==> src/rtl/ddr_pkg.sv <==
// ---------------------------------------------------------------------------
// ddr_pkg
// Shared HDR-DDR definitions for the receive frame tracker and the transmit
// side. It holds the preamble codes, the CRC word token, the receive FSM state
// encoding, and the parity function that both directions use.
// ---------------------------------------------------------------------------
package ddr_pkg;

    localparam logic [1:0] PRE_CMD   = 2'b01;
    localparam logic [1:0] PRE_DATA  = 2'b10;
    localparam logic [3:0] CRC_TOKEN = 4'hC;

    typedef enum logic [1:0] {
        DDR_IDLE = 2'd0,
        DDR_CMD  = 2'd1,
        DDR_DATA = 2'd2,
        DDR_DONE = 2'd3
    } ddr_state_e;

    // Returns {PA1, PA0}. PA1 covers the odd payload bits. PA0 covers the even
    // payload bits and is inverted, so an all-zero word never has zero parity.
    function automatic logic [1:0] ddr_parity(input logic [15:0] payload);
        logic pa1;
        logic pa0;
        pa1 = 1'b0;
        pa0 = 1'b1;
        for (int i = 0; i < 8; i++) begin
            pa1 = pa1 ^ payload[2*i+1];
            pa0 = pa0 ^ payload[2*i];
        end
        return {pa1, pa0};
    endfunction

endpackage

==> src/rtl/ddr_rx_frame_tracker_if.sv <==
// ---------------------------------------------------------------------------
// ddr_rx_frame_tracker_if
// Bundles the edge-detector inputs, the enable, the expected length and all
// decoded word and status outputs of the receive frame tracker.
//   slave  : the tracker side (it takes i_* and drives o_*)
//   master : the side that feeds the tracker and consumes its results
// ---------------------------------------------------------------------------
interface ddr_rx_frame_tracker_if #(
    parameter int LEN_W = 16
);
    logic             i_rxfc_en;
    logic             i_scl_pos_edge;
    logic             i_scl_neg_edge;
    logic             i_sda;
    logic [LEN_W-1:0] i_rxfc_data_len;
    logic [15:0]      o_rxfc_word;
    logic             o_rxfc_word_valid;
    logic             o_rxfc_is_cmd;
    logic             o_rxfc_last_frame;
    logic [4:0]       o_rxfc_crc;
    logic             o_rxfc_done;
    logic             o_rxfc_par_err;
    logic             o_rxfc_frame_err;

    modport slave (
        input  i_rxfc_en, i_scl_pos_edge, i_scl_neg_edge, i_sda, i_rxfc_data_len,
        output o_rxfc_word, o_rxfc_word_valid, o_rxfc_is_cmd, o_rxfc_last_frame,
               o_rxfc_crc, o_rxfc_done, o_rxfc_par_err, o_rxfc_frame_err
    );

    modport master (
        output i_rxfc_en, i_scl_pos_edge, i_scl_neg_edge, i_sda, i_rxfc_data_len,
        input  o_rxfc_word, o_rxfc_word_valid, o_rxfc_is_cmd, o_rxfc_last_frame,
               o_rxfc_crc, o_rxfc_done, o_rxfc_par_err, o_rxfc_frame_err
    );
endinterface

==> src/rtl/ddr_word_deser.sv <==
// ---------------------------------------------------------------------------
// ddr_word_deser
// Shifts one SDA bit per sample, MSB first, and flags the sample that
// completes a WORD_BITS-bit word.
//   i_clk, i_rst  : clock, asynchronous active-high reset
//   i_en          : low clears the bit counter and the shift register
//   i_sample      : one SCL edge was seen this cycle
//   i_sda         : SDA level for this sample
//   o_word        : the full word as it will be on the completing sample
//   o_word_done   : high during the cycle of the completing sample
// ---------------------------------------------------------------------------
module ddr_word_deser #(
    parameter int WORD_BITS = 20
) (
    input  logic                 i_clk,
    input  logic                 i_rst,
    input  logic                 i_en,
    input  logic                 i_sample,
    input  logic                 i_sda,
    output logic [WORD_BITS-1:0] o_word,
    output logic                 o_word_done
);

    localparam logic [4:0] LAST_BIT = 5'(WORD_BITS - 1);

    // Only the earlier WORD_BITS-1 bits are stored. The final bit arrives live
    // with the completing sample, so the word is available in that cycle.
    logic [WORD_BITS-2:0] r_shift;
    logic [4:0]           r_bit_cnt;
    logic                 w_last_bit;

    assign w_last_bit  = (r_bit_cnt == LAST_BIT);
    assign o_word      = {r_shift, i_sda};
    assign o_word_done = i_sample & w_last_bit;

    always_ff @(posedge i_clk or posedge i_rst) begin
        if (i_rst) begin
            r_shift   <= '0;
            r_bit_cnt <= '0;
        end else if (!i_en) begin
            r_shift   <= '0;
            r_bit_cnt <= '0;
        end else if (i_sample) begin
            r_shift   <= {r_shift[WORD_BITS-3:0], i_sda};
            r_bit_cnt <= w_last_bit ? 5'd0 : r_bit_cnt + 5'd1;
        end
    end

endmodule

==> src/rtl/ddr_rx_frame_tracker.sv <==
// ---------------------------------------------------------------------------
// ddr_rx_frame_tracker
// Target-side HDR-DDR receive tracker. It deserializes words sampled on both
// SCL edges and classifies each one as a command, data or CRC word. It checks
// parity, counts data words against the expected length, and flags the last
// frame as well as early or late termination.
//   i_rxfc_clk, i_rxfc_rst : clock, asynchronous active-high reset
//   bus (slave)            : enable, edge strobes, SDA, expected length in;
//                            word, word_valid, is_cmd, last_frame, crc, done,
//                            par_err, frame_err out
// ---------------------------------------------------------------------------
module ddr_rx_frame_tracker
    import ddr_pkg::*;
#(
    parameter int WORD_BITS = 20,
    parameter int LEN_W     = 16
) (
    input  logic                   i_rxfc_clk,
    input  logic                   i_rxfc_rst,
    ddr_rx_frame_tracker_if.slave  bus
);

    localparam logic [1:0] ST_IDLE = DDR_IDLE;
    localparam logic [1:0] ST_CMD  = DDR_CMD;
    localparam logic [1:0] ST_DATA = DDR_DATA;
    localparam logic [1:0] ST_DONE = DDR_DONE;

    logic [1:0]           r_state;
    logic [LEN_W-1:0]     r_remain;
    logic [15:0]          r_word;
    logic                 r_word_valid;
    logic                 r_is_cmd;
    logic                 r_last_frame;
    logic [4:0]           r_crc;
    logic                 r_done;
    logic                 r_par_err;
    logic                 r_frame_err;

    logic                 w_sample;
    logic [WORD_BITS-1:0] w_word;
    logic                 w_word_done;
    logic [1:0]           w_pre;
    logic [15:0]          w_payload;
    logic [1:0]           w_par;
    logic                 w_par_bad;
    logic                 w_is_crc;

    // Both strobes in the same cycle still count as a single sample.
    assign w_sample = bus.i_rxfc_en & (bus.i_scl_pos_edge | bus.i_scl_neg_edge);

    ddr_word_deser #(.WORD_BITS(WORD_BITS)) u_deser (
        .i_clk       (i_rxfc_clk),
        .i_rst       (i_rxfc_rst),
        .i_en        (bus.i_rxfc_en),
        .i_sample    (w_sample),
        .i_sda       (bus.i_sda),
        .o_word      (w_word),
        .o_word_done (w_word_done)
    );

    assign w_pre     = w_word[WORD_BITS-1:WORD_BITS-2];
    assign w_payload = w_word[WORD_BITS-3:2];
    assign w_par     = w_word[1:0];
    assign w_par_bad = (w_par != ddr_parity(w_payload));
    assign w_is_crc  = (w_pre == PRE_CMD) && (w_payload[15:12] == CRC_TOKEN);

    // The FSM plus the output registers. Pulse outputs default low each cycle,
    // so every flag lasts exactly one clock after the completing sample.
    always_ff @(posedge i_rxfc_clk or posedge i_rxfc_rst) begin
        if (i_rxfc_rst) begin
            r_state      <= ST_IDLE;
            r_remain     <= '0;
            r_word       <= '0;
            r_word_valid <= 1'b0;
            r_is_cmd     <= 1'b0;
            r_last_frame <= 1'b0;
            r_crc        <= '0;
            r_done       <= 1'b0;
            r_par_err    <= 1'b0;
            r_frame_err  <= 1'b0;
        end else begin
            r_word_valid <= 1'b0;
            r_is_cmd     <= 1'b0;
            r_done       <= 1'b0;
            r_par_err    <= 1'b0;
            r_frame_err  <= 1'b0;
            if (!bus.i_rxfc_en) begin
                r_state      <= ST_IDLE;
                r_remain     <= '0;
                r_last_frame <= 1'b0;
            end else begin
                case (r_state)
                    ST_IDLE: begin
                        if (w_sample) r_state <= ST_CMD;
                    end
                    ST_CMD: begin
                        if (w_word_done) begin
                            if (w_pre == PRE_CMD) begin
                                r_word       <= w_payload;
                                r_word_valid <= 1'b1;
                                r_is_cmd     <= 1'b1;
                                r_par_err    <= w_par_bad;
                                r_remain     <= bus.i_rxfc_data_len;
                                r_last_frame <= (bus.i_rxfc_data_len == '0);
                                r_state      <= ST_DATA;
                            end else begin
                                r_frame_err  <= 1'b1;
                                r_state      <= ST_IDLE;
                            end
                        end
                    end
                    ST_DATA: begin
                        if (w_word_done) begin
                            if (w_is_crc) begin
                                // Terminating with data words still owed
                                // counts as early termination.
                                r_crc        <= w_payload[11:7];
                                r_done       <= 1'b1;
                                r_frame_err  <= (r_remain != '0);
                                r_last_frame <= 1'b0;
                                r_state      <= ST_DONE;
                            end else if (w_pre == PRE_DATA && r_remain != '0) begin
                                r_word       <= w_payload;
                                r_word_valid <= 1'b1;
                                r_par_err    <= w_par_bad;
                                r_remain     <= r_remain - 1'b1;
                                r_last_frame <= (r_remain == LEN_W'(1));
                            end else begin
                                // Overrun data, or a preamble that is not valid
                                // here. The word is dropped.
                                r_frame_err  <= 1'b1;
                            end
                        end
                    end
                    default: begin
                        r_state <= ST_DONE;
                    end
                endcase
            end
        end
    end

    assign bus.o_rxfc_word       = r_word;
    assign bus.o_rxfc_word_valid = r_word_valid;
    assign bus.o_rxfc_is_cmd     = r_is_cmd;
    assign bus.o_rxfc_last_frame = r_last_frame;
    assign bus.o_rxfc_crc        = r_crc;
    assign bus.o_rxfc_done       = r_done;
    assign bus.o_rxfc_par_err    = r_par_err;
    assign bus.o_rxfc_frame_err  = r_frame_err;

endmodule

==> src/flat_wrapper.sv <==
// flat-port wrapper written by rule: the top's interface ports become plain ports
module ddr_rx_frame_tracker_flat import ddr_pkg::*;
#(
    parameter int WORD_BITS = 20,
    parameter int LEN_W     = 16
)
  (i_rxfc_clk, i_rxfc_rst, bus_i_rxfc_en, bus_i_scl_pos_edge, bus_i_scl_neg_edge, bus_i_sda, bus_i_rxfc_data_len, bus_o_rxfc_word, bus_o_rxfc_word_valid, bus_o_rxfc_is_cmd, bus_o_rxfc_last_frame, bus_o_rxfc_crc, bus_o_rxfc_done, bus_o_rxfc_par_err, bus_o_rxfc_frame_err);
  ddr_rx_frame_tracker_if #(.LEN_W(LEN_W)) bus_i ();
  input  logic i_rxfc_clk;
  input  logic i_rxfc_rst;
  input wire logic [$bits(bus_i.i_rxfc_en)-1:0] bus_i_rxfc_en;
  input wire logic [$bits(bus_i.i_scl_pos_edge)-1:0] bus_i_scl_pos_edge;
  input wire logic [$bits(bus_i.i_scl_neg_edge)-1:0] bus_i_scl_neg_edge;
  input wire logic [$bits(bus_i.i_sda)-1:0] bus_i_sda;
  input wire logic [$bits(bus_i.i_rxfc_data_len)-1:0] bus_i_rxfc_data_len;
  output wire logic [$bits(bus_i.o_rxfc_word)-1:0] bus_o_rxfc_word;
  output wire logic [$bits(bus_i.o_rxfc_word_valid)-1:0] bus_o_rxfc_word_valid;
  output wire logic [$bits(bus_i.o_rxfc_is_cmd)-1:0] bus_o_rxfc_is_cmd;
  output wire logic [$bits(bus_i.o_rxfc_last_frame)-1:0] bus_o_rxfc_last_frame;
  output wire logic [$bits(bus_i.o_rxfc_crc)-1:0] bus_o_rxfc_crc;
  output wire logic [$bits(bus_i.o_rxfc_done)-1:0] bus_o_rxfc_done;
  output wire logic [$bits(bus_i.o_rxfc_par_err)-1:0] bus_o_rxfc_par_err;
  output wire logic [$bits(bus_i.o_rxfc_frame_err)-1:0] bus_o_rxfc_frame_err;
  assign bus_i.i_rxfc_en = bus_i_rxfc_en;
  assign bus_i.i_scl_pos_edge = bus_i_scl_pos_edge;
  assign bus_i.i_scl_neg_edge = bus_i_scl_neg_edge;
  assign bus_i.i_sda = bus_i_sda;
  assign bus_i.i_rxfc_data_len = bus_i_rxfc_data_len;
  assign bus_o_rxfc_word = bus_i.o_rxfc_word;
  assign bus_o_rxfc_word_valid = bus_i.o_rxfc_word_valid;
  assign bus_o_rxfc_is_cmd = bus_i.o_rxfc_is_cmd;
  assign bus_o_rxfc_last_frame = bus_i.o_rxfc_last_frame;
  assign bus_o_rxfc_crc = bus_i.o_rxfc_crc;
  assign bus_o_rxfc_done = bus_i.o_rxfc_done;
  assign bus_o_rxfc_par_err = bus_i.o_rxfc_par_err;
  assign bus_o_rxfc_frame_err = bus_i.o_rxfc_frame_err;
  ddr_rx_frame_tracker #(.WORD_BITS(WORD_BITS), .LEN_W(LEN_W)) u_core (.i_rxfc_clk(i_rxfc_clk), .i_rxfc_rst(i_rxfc_rst), .bus(bus_i));
endmodule
==> config.mk <==
export PLATFORM = sky130hd
export DESIGN_NAME = ddr_rx_frame_tracker_flat
export DESIGN_NICKNAME = d
export VERILOG_FILES = /design/src/rtl/ddr_pkg.sv /design/src/rtl/ddr_rx_frame_tracker_if.sv /design/src/rtl/ddr_word_deser.sv /design/src/rtl/ddr_rx_frame_tracker.sv /design/src/flat_wrapper.sv
export SDC_FILE = /design/constraint.sdc
export NUM_CORES = 1
export LEC_CHECK = 0
export BUFFER_PORTS_ARGS = -buffer_cell sky130_fd_sc_hd__buf_2
export CAP_MARGIN = 5
export CORE_MARGIN = 2
export CORE_UTILIZATION = 40
export CTS_CLUSTER_DIAMETER = 60
export DETAILED_ROUTE_END_ITERATION = 8
export GPL_TIMING_DRIVEN = 0
export RECOVER_POWER = 25
export SLEW_MARGIN = 25
export SYNTH_ARGS = -nofsm -noshare
export SYNTH_HDL_FRONTEND = slang
export SYNTH_HIERARCHICAL = 1
export SYNTH_SLANG_ARGS = --single-unit
==> constraint.sdc <==
create_clock -name i_rxfc_clk -period 2.57 [get_ports i_rxfc_clk]
set_input_delay 0 -clock i_rxfc_clk [delete_from_list [all_inputs] [get_ports i_rxfc_clk]]
set_output_delay 0 -clock i_rxfc_clk [all_outputs]
set_load 0.05 [all_outputs]
-- After elaboration in Yosys (flattened, before gate mapping)
Index checks and enable logic that the tools add are counted.
- add/subtract/negate cells: 2
- equal/unequal tests: 23
- mux-type cells: 59
- bitwise gates (word level): 18
- reductions and logical operators: 11
- operators by type and width (operator ; number):
    $mux 16 ; 11
    $pmux 16 s2 ; 2
    $mux 19 ; 2
    $mux 1 ; 30
    $eq 16x1->1 const B ; 1
    $logic_not 16->1 ; 1
    $reduce_bool 16->1 ; 1
    $sub 16x1->16 const B ; 1
    $mux 5 ; 3
    $xor 1x1->1 ; 14
    $mux 2 ; 6
    $ne 3x3->1 const B ; 4
    $ne 3x2->1 const B ; 3
    $pmux 1 s2 ; 4
    $reduce_and 4->1 ; 2
    $reduce_and 7->1 ; 1
    $ne 2x1->1 const B ; 3
    $ne 2x2->1 const B ; 3
    $pmux 2 s3 ; 1
    $reduce_and 6->1 ; 1
    $add 5x1->5 const B ; 1
    $eq 5x5->1 const B ; 1
    $reduce_and 5->1 ; 1
    $eq 2x1->1 const B ; 2
    11 further kinds ; 14
- register bits: 69
- input port bits: 22
- output and inout bits: 27
- word-level logic and storage cells: 125

-- Depth between registers and ports, before layout
Gate-level depths: netlist of the first run.
- depth after elaboration: 14
- depth in mapped cells: 13
- gate-level depth less buffers: 8

-- Hierarchy
The synthesis of the first run kept the hierarchy.
- by module, submodules not included (module ; times used ; cells an instance ; area each (um^2) ; seq. area each (um^2)):
    ddr_rx_frame_tracker ; 1 ; 264 ; 2751.4 ; 1126.1
    ddr_word_deser ; 1 ; 90 ; 1119.8 ; 600.6

-- Worst setup path before layout of the first run
OpenSTA, ideal clock, no wires.
- path type: input to register
- from: input bus_i_rxfc_en
- to: register u_core.r_word[0] (netlist: u_core/bus.o_rxfc_word[0])
- library setup time: 0.125 ns
- data arrival time: 2.181 ns
- required time: 2.445 ns
- path slack: 0.264 ns
- stages on the path: 13
- path buffers: 6
- path through: buf_2 clkinv_1 clkbuf_1 nor2_1 buf_6 buf_6 and2_2 o21ai_1 o21bai_4 or2_1 buf_4 buf_12 mux2_4
- longest elaborated chain between the ends: 4
- elaborated cells between the ends (all ways): 5
- those cells by class: eq/ne (2); bitwise (2); reduce/logical (1)
- ends and longest elaborated chain (what ; RTL line ; text):
    start: declaration ; flat_wrapper.sv:11 ; input wire logic [$bits(bus_i.i_rxfc_en)-1:0] bus_i_rxfc_en;
    $and 1x1->1 * ; ddr_rx_frame_tracker.sv:49 ; assign w_sample = bus.i_rxfc_en & (bus.i_scl_pos_edge | bus.i_scl_neg_edge);
    via u_core.w_sample ; ddr_rx_frame_tracker.sv:39 ; logic w_sample;
    $and 1x1->1 * ; ddr_word_deser.sv:34 ; assign o_word_done = i_sample & w_last_bit;
    via u_core.w_word_done ; ddr_rx_frame_tracker.sv:41 ; logic w_word_done;
    $ne 2x2->1 (no line) ; n/a ;
    $reduce_and 7->1 (no line) * ; n/a ;
    end signal: assignment ; ddr_rx_frame_tracker.sv:99 ; r_word <= w_payload;
    end signal: assignment ; ddr_rx_frame_tracker.sv:123 ; r_word <= w_payload;
    end: declaration ; ddr_rx_frame_tracker.sv:30 ; logic [15:0] r_word;
The timed path passes the listed nets; every way through them passes the cells marked *.
A chain may end at the register's enable or synchronous reset.

-- Worst setup path in the final report of the first run
- from: input bus_i_rxfc_en
- to: register u_core.r_word[5] (netlist: u_core/bus.o_rxfc_word[5])
The elaborated chain is that of the path after synthesis.

==> results of run 1 <==
-- state kept, by name (all words and copies together) (netlist names), 2 cells and up --
register                  count
u_core/bus.o_rxfc_word       16
u_core/bus.o_rxfc_crc         5
u_core/r_state                2
u_core/r_remain              16
u_core/u_deser/r_shift       19
u_core/u_deser/r_bit_cnt      5
-- path summary, 6_finish.rpt --
check / depth (start not counted) / slack, ns / end / startpoint
max in group asynchronous: 4 / 0.51 / u_core/bus.o_rxfc_frame_err$_DFF_PP0_ / i_rxfc_rst
max: 14 / 0.09 / u_core/bus.o_rxfc_word[5]$_DFFE_PP0P_ / bus_i_rxfc_en
min in group asynchronous: 3 / 0.28 / u_core/u_deser/r_bit_cnt[2]$_DFFE_PP0P_ / i_rxfc_rst
min: 3 / 0.02 / u_core/r_remain[15]$_DFFE_PP0P_ / bus_i_rxfc_data_len[15]
max reg2reg: 9 / 0.21 / u_core/bus.o_rxfc_word[5]$_DFFE_PP0P_ / u_core/u_deser/r_bit_cnt[0]$_DFFE_PP0P_
min reg2reg: 1 / 0.50 / u_core/bus.o_rxfc_word[10]$_DFFE_PP0P_ / u_core/bus.o_rxfc_word[10]$_DFFE_PP0P_
-- placed cells by master (no fill, tap or decap), types with 4 or more instances in the layout --
master         count
a211oi_1           6
a21oi_1           21
and2_1             4
buf_2             49
clkbuf_1           8
clkbuf_8           9
clkinv_2           4
dfrtp_1           69
dlygate4sd3_1      7
ha_1               7
inv_1             11
mux2_2            11
mux2_4            11
mux2i_1           23
nand2_1           23
nand3_1            5
nand4_1            4
nor2_1            13
nor2b_1           26
nor3_1             5
nor4_1             5
o21ai_0            6
o31ai_1            4
o32ai_1            6
or3_1              5
xnor2_1           16
-- power breakdown --
group	switching, uW	internal [uW]
clock network	433	348
registers	13.4	1100
logic	306	181
total	753	1630
-- timing repair --
item / CTS / global route
setup endpoints to repair: 15 / 14
endpoints found under the hold margin: 50 / 0
cloned: 0 / 0
hold buffers: 7 / 0
gates resized for setup: 2 / 5
-- per-stage QoR --
stage	instances	area [um2]	util [%]	hold WS (ns)	total power [uW]
after floorplan	354	3870	-	0.0146	1470
after global placement	531	4270	45.8	0.263	1590
after detailed placement	532	4290	46.0	0.0313	1600
after CTS	555	4540	48.7	0.0000415	2410
after global routing	555	4540	48.7	0.00320	2520
final	555	4540	48.7	0.0165	2380
-- worst max-delay path: cells and delay by family --
kind,cells,cell delay [ns]
buffers and inverters,8,1.48
AND/OR/NAND/NOR,3,0.59
AO/OA/AOI/OAI,2,0.31
multiplexers,1,0.29
-- cell type report --
type | count | area [um2]
timing repair buffer | 56 | 322
multi-input combinational | 253 | 1990
tap | 129 | 161
inverter | 13 | 50.0
clock inverter | 6 | 38.8
clock buffer | 10 | 128
fill | 902 | 4790
buffer | 19 | 126
sequential | 69 | 1730
-- routing by layer --
layer	vias up	part of all wire, %
li1	1409	-
met1	1485	49
met2	116	43
met3	18	6.5
met4	0	1.6
met5	-	0
-- logic make-up after synthesis --
logic type,synth area share [%]
simple gates,19.3
flops,44.6
compound gates,12.1
mux,13.4
buf+inv,4.46
xor+xnor,3.85
fa+ha+maj,2.26
==> metrics, run 1 <==
outcome complete, no violations; share of Yosys cell area claimed by the top area cell type approximately 45%; Worst EP arrival approximately 2.7 ns; largest net degree at the start of global routing 29; sequential element share of the synthesized area between 40% and 50%; postcts setup bufs 0; startpoint types input port; routed via count slightly above 3,000; Static Leakage 0.00217 uW; drt wl/cell roughly 17 um; initial antenna violation count 0; vias in the first global route ~2,900; GRT Total Usage between 10% and 20%; final setup violation count 0; first-pass GRT wire length 15,100 um; max incr delay on CP 0.29 ns; Vias/cell 5.46; count of cell types in the netlist 65; Main synth FF type dfrtp_1; critical setup path kind in2reg; ys async rst share between 90% and 100%; core box area ~9300 um2; Worst-Margin Slew 1.36 ns; Netlist Area Pre-Place approximately 3900 um2; grt ovf 0; deepest clock path buffer count 2; Starting Density between 40 and 50%; pre-CTS WS -0.580 ns; CTS buffer count 9; CP endpoint kind register; Synth warnings 6; setup ws final ~0.09 ns; TritonRoute pass-1 iters 8; IO Pins 49; most common cell in the synthesized netlist dfrtp_1; FP Rows 35; Syn Area/Cell ~11 um2; setup TNS 0 ns; Routed WL 9370 um; most instantiated cells after synthesis dfrtp_1, nor2b_1, mux2i_1, nand2_1, a21oi_1; Area growth syn-to-layout 17.3%; Peak VDD IR ~0.00026 V; GRT met1 Usage between 20 and 30%; H-tree depth 3; Req. time, crit path roughly 2.8 ns; CTS root buf clkbuf_8; met2 GRT Util a little over a quarter; First DRT Iteration DRCs roughly 320; relative slew slack 8.97%; Synth area leaders dfrtp_1, mux2i_1, mux2_4; Gate Count Post-Synth 354; pwr dens ~520 nW/um2; Worst-path clk slew 0.08 ns; Vert. Die Dim approximately 100 um; fmax 0.403 GHz; Post-DP HPWL 6640 um; CP max FO 10; post-synth net total between 300 and 400; Die W between 100 and 150 um; CTS tree yes; layout cells sized above 1 between 20% and 30%; crit-path cells buf_2 -> buf_2 -> clkinv_2 -> clkbuf_2 -> nor2_1 -> buf_6 -> buf_6 -> and2_2 -> o21ai_1 -> o21bai_4 -> or2_1 -> buf_4 -> buf_12 -> mux2_4; clock sinks 69; min-delay worst type in2reg; Post-DRT Antenna Nets 0; antenna cell count 0; Clock Latency Late Sink 0.35 ns; Die ar. between 10,000 and 15,000 um2; fin. max-slew vios 0; Synth area leader dfrtp_1; met3 Track Usage GR between 5 and 6%; grt peak-use layer met1; minimum clock period after layout 2.48 ns; Port Buffers 48; Final GP Congestion between 0.8 and 0.9; Period Utilization, post-route a little over nine tenths; Fin Clk Skew roughly 0.009 ns; nets@finish 450; MaxCap Viol Count 0; RSZ-0062 raised after global routing no; Slowest-stage cell, CP mux2_4; hold violation count in the final report 0; DRC viols 0; EDFF count, synth 0; FF+latch count, synth 69
Note: power is estimated with default switching activity, not from simulation.
==> run 2: changes to the inputs <==
--- a/config.mk
+++ b/config.mk
@@ -5,12 +5,14 @@
 export SDC_FILE = /design/constraint.sdc
 export NUM_CORES = 1
 export LEC_CHECK = 0
+export ABC_AREA = 1
 export BUFFER_PORTS_ARGS = -buffer_cell sky130_fd_sc_hd__buf_2
-export CAP_MARGIN = 5
+export CAP_MARGIN = 20
 export CORE_MARGIN = 2
 export CORE_UTILIZATION = 40
 export CTS_CLUSTER_DIAMETER = 60
 export DETAILED_ROUTE_END_ITERATION = 8
+export GPL_ROUTABILITY_DRIVEN = 0
 export GPL_TIMING_DRIVEN = 0
 export RECOVER_POWER = 25
 export SLEW_MARGIN = 25
==> run 2 against run 1 <==
Net effect: utilization up 0.50 points; via count is 21% higher; sequential share of layout area fell by 2.3 points; power increased by 9.1%; die area is 5.0% higher; non-clock buffer count increased by 4; critical path type is now reg2reg; critical endpoint is now u_core/bus.o_rxfc_word[4]$_DFFE_PP0P_.
==> metrics, run 2 <==
GRT Total Usage roughly 20%; most common cell in the synthesized netlist nand2_1; hold violation count in the final report 0; fin. max-slew vios 0; xor/xnor share of the synthesized area less than 1%; CP delay by family, top simple AND/OR/NAND/NOR gates; Largest register FFs 19; Routed WL around 10,000 um; critical setup path kind reg2reg; deepest clock path buffer count 2; Clock Latency Late Sink 0.36 ns; Die W approximately 100 um; Vert. Die Dim roughly 100 um; Simple-Gate Fraction of Synth Area ~34%; ys async rst share between 90% and 100%; post-synthesis adder-cell area fraction about 2.2%; relative slew slack around a fifth; drt wl/cell approximately 14 um; fmax 0.429 GHz; post-synthesis compound-gate area fraction between 10 and 15%; cts hold-fix bufs 15; mux cell area share after synthesis 0%; layout cells sized above 1 between 10% and 20%; routed via count roughly 3,700; core box area 9820 um2; Area growth syn-to-layout 18.7%; Worst-Margin Slew roughly 1.2 ns; Netlist Area Pre-Place roughly 4000 um2; First DRT Iteration DRCs roughly 180; Port Buffers 47; startpoint types register; Starting Density between 40% and 50%; Most flops, register u_core/u_deser/r_shift; nets@finish 646; Syn Area/Cell between 7 and 8 um2; CP endpoint kind register; IO Pins between 40 and 50; Slowest-stage cell, CP dfrtp_1; RSZ-0062 raised after global routing no; Stages on worst setup path 13; sequential element share of the synthesized area between 40% and 50%; reg2reg start u_core/u_deser/r_bit_cnt[0]$_DFFE_PP0P_; CP max FO 9; TritonRoute pass-1 iters 5; most instantiated cells after synthesis nand2_1, dfrtp_1, inv_1, nor2_1, nand3_1; hold_ws approximately 0.021 ns; FF-to-FF path depth 13; Worst EP arrival between 2 and 3 ns; EDFF count, synth 0; CTS buffer count 9; most common cell after layout, fill and taps aside nand2_1; Vias/cell 4.83; CTS root buf clkbuf_8; Post-DP HPWL approximately 7500 um; antenna cell count 0; FF-to-FF setup slack around 0.24 ns; Period Utilization, post-route between 90% and 100%; count of cell types in the netlist 35; Synth warnings 6; Fin Clk Skew approximately 0.014 ns; commonest cells after routing, fill and taps aside nand2_1, dfrtp_1, inv_1; Synth area leader dfrtp_1; FF+latch count, synth roughly 70; largest net degree at the start of global routing 28; max incr delay on CP approximately 0.41 ns; postcts setup bufs 0; Gate Count Post-Synth 543; FP Rows 36; grt ovf 0; share of Yosys cell area claimed by the top area cell type 42.4%; Final Util 49.2%; min-delay worst type in2reg; Main synth FF type dfrtp_1; CTS tree yes; reg2reg end u_core/bus.o_rxfc_word[4]$_DFFE_PP0P_; vias in the first global route between 3,000 and 4,000; Worst-path clk slew 0.08 ns; crit path from u_core/u_deser/r_bit_cnt[0]$_DFFE_PP0P_; crit-path cells ha_1 -> nand2_1 -> inv_1 -> nand2_2 -> nor2_1 -> inv_1 -> nor2_1 -> o21ai_0 -> inv_2 -> nand3_4 -> inv_2 -> nand2_1 -> nand2_1; outcome complete, no violations; H-tree depth 3; Post-DRT Antenna Nets 0; most used cell, CP nand2_1; Peak VDD IR 0.000315 V; DRC viols 0; crit path to u_core/bus.o_rxfc_word[4]$_DFFE_PP0P_; post-cts sizing count 0; Filler cells about 1,000; post-synth net total between 500 and 600; first-pass GRT wire length approximately 17,000 um; final setup violation count 0; Synth area leaders dfrtp_1, nand2_1, nand3_1; initial antenna violation count 0; Die ar. between 10,000 and 15,000 um2; largest family of logic cells by synthesized area simple AND/OR/NAND/NOR gates; pwr dens 539 nW/um2; Buf+Inv Stages, Crit Path 4; Static Leakage approximately 0.0026 uW; minimum clock period after layout ~2.3 ns; MaxCap Viol Count 0; clock sinks 69; Req. time, crit path 2.86 ns
run 2: cell types whose count changed after synthesis, sizes merged, moves of 13 or more:
cell	delta
nand2	+167
inv	+57
nand3	+45
nor2	+42
o21ai	+40
nor2b	-26
mux2i	-23
mux2	-22
xnor2	-14
a21oi	-13
run 2: per-stage QoR:
stage | TNS, ns | cells | area [um2] | setup WS [ns] | power, uW
final | 0 | 755 | 4830 | 0.239 | 2600
after detailed placement | -0.0154 | 724 | 4490 | -0.0154 | 1690
after global routing | 0 | 755 | 4830 | 0.0297 | 2750
after global placement | 0 | 723 | 4470 | 0.00394 | 1680
after floorplan | 0 | 543 | 4070 | 0.592 | 1550
after CTS | 0 | 755 | 4840 | 0.255 | 2630
run 2: logic make-up (layout without fill, tap and decap cells):
kind of cell	count (synthesis)	count (layout)
compound gates	69	69
xor+xnor	3	3
fa+ha+maj	7	7
buf+inv	85	164
flops	69	69
simple gates	310	310
run 2: area by class of cell:
type                       instances  area (um2)  share of cell area [%]
multi-input combinational        389        1940                    40.1
sequential                        69        1730                    35.7
timing repair buffer              63         397                    8.21
inverter                          69         262                    5.41
tap                              133         166                    3.44
buffer                            16         145                    3.00
clock buffer                      10         128                    2.64
clock inverter                     6        68.8                    1.42
run 2: worst min path at each step:
stage                                 startpoint                                      end  slack [ns]  depth (start not counted)
after floorplan                       i_rxfc_rst  u_core/u_deser/r_bit_cnt[0]$_DFFE_PP0P_        0.01                          1
after global placement                 bus_i_sda    u_core/u_deser/r_shift[0]$_DFFE_PP0P_        0.23                          3
after detailed placement              i_rxfc_rst    u_core/bus.o_rxfc_word[6]$_DFFE_PP0P_        0.07                          2
after CTS                 bus_i_rxfc_data_len[0]           u_core/r_remain[0]$_DFFE_PP0P_        0.01                          3
after global routing      bus_i_rxfc_data_len[0]           u_core/r_remain[0]$_DFFE_PP0P_        0.02                          3
final                     bus_i_rxfc_data_len[0]           u_core/r_remain[0]$_DFFE_PP0P_        0.02                          3
run 2: report_power, final:
part	switching, uW	internal [uW]	leakage, uW	total [uW]
clock network	459	455	0.0000973	914
logic	364	196	0.00150	559
registers	20.2	1110	0.000958	1130
total	843	1760	0.00255	2600
run 2: routing by layer:
metal  share of wire [%]  global-route usage (%)
met1                  49                    28.0
met2                  45                    31.0
met3                 4.4                    3.24
met5                   0                       0
met4                 1.4                    7.71
run 2: worst register-to-register path, cell delays in order, from the launching register on:
cell and delay [ns]:
dfrtp_1 0.41, ha_1 0.21, nand2_1 0.06, inv_1 0.06
nand2_2 0.07, nor2_1 0.29, inv_1 0.07, nor2_1 0.10
o21ai_0 0.18, inv_2 0.17, nand3_4 0.19, inv_2 0.26
nand2_1 0.11, nand2_1 0.07
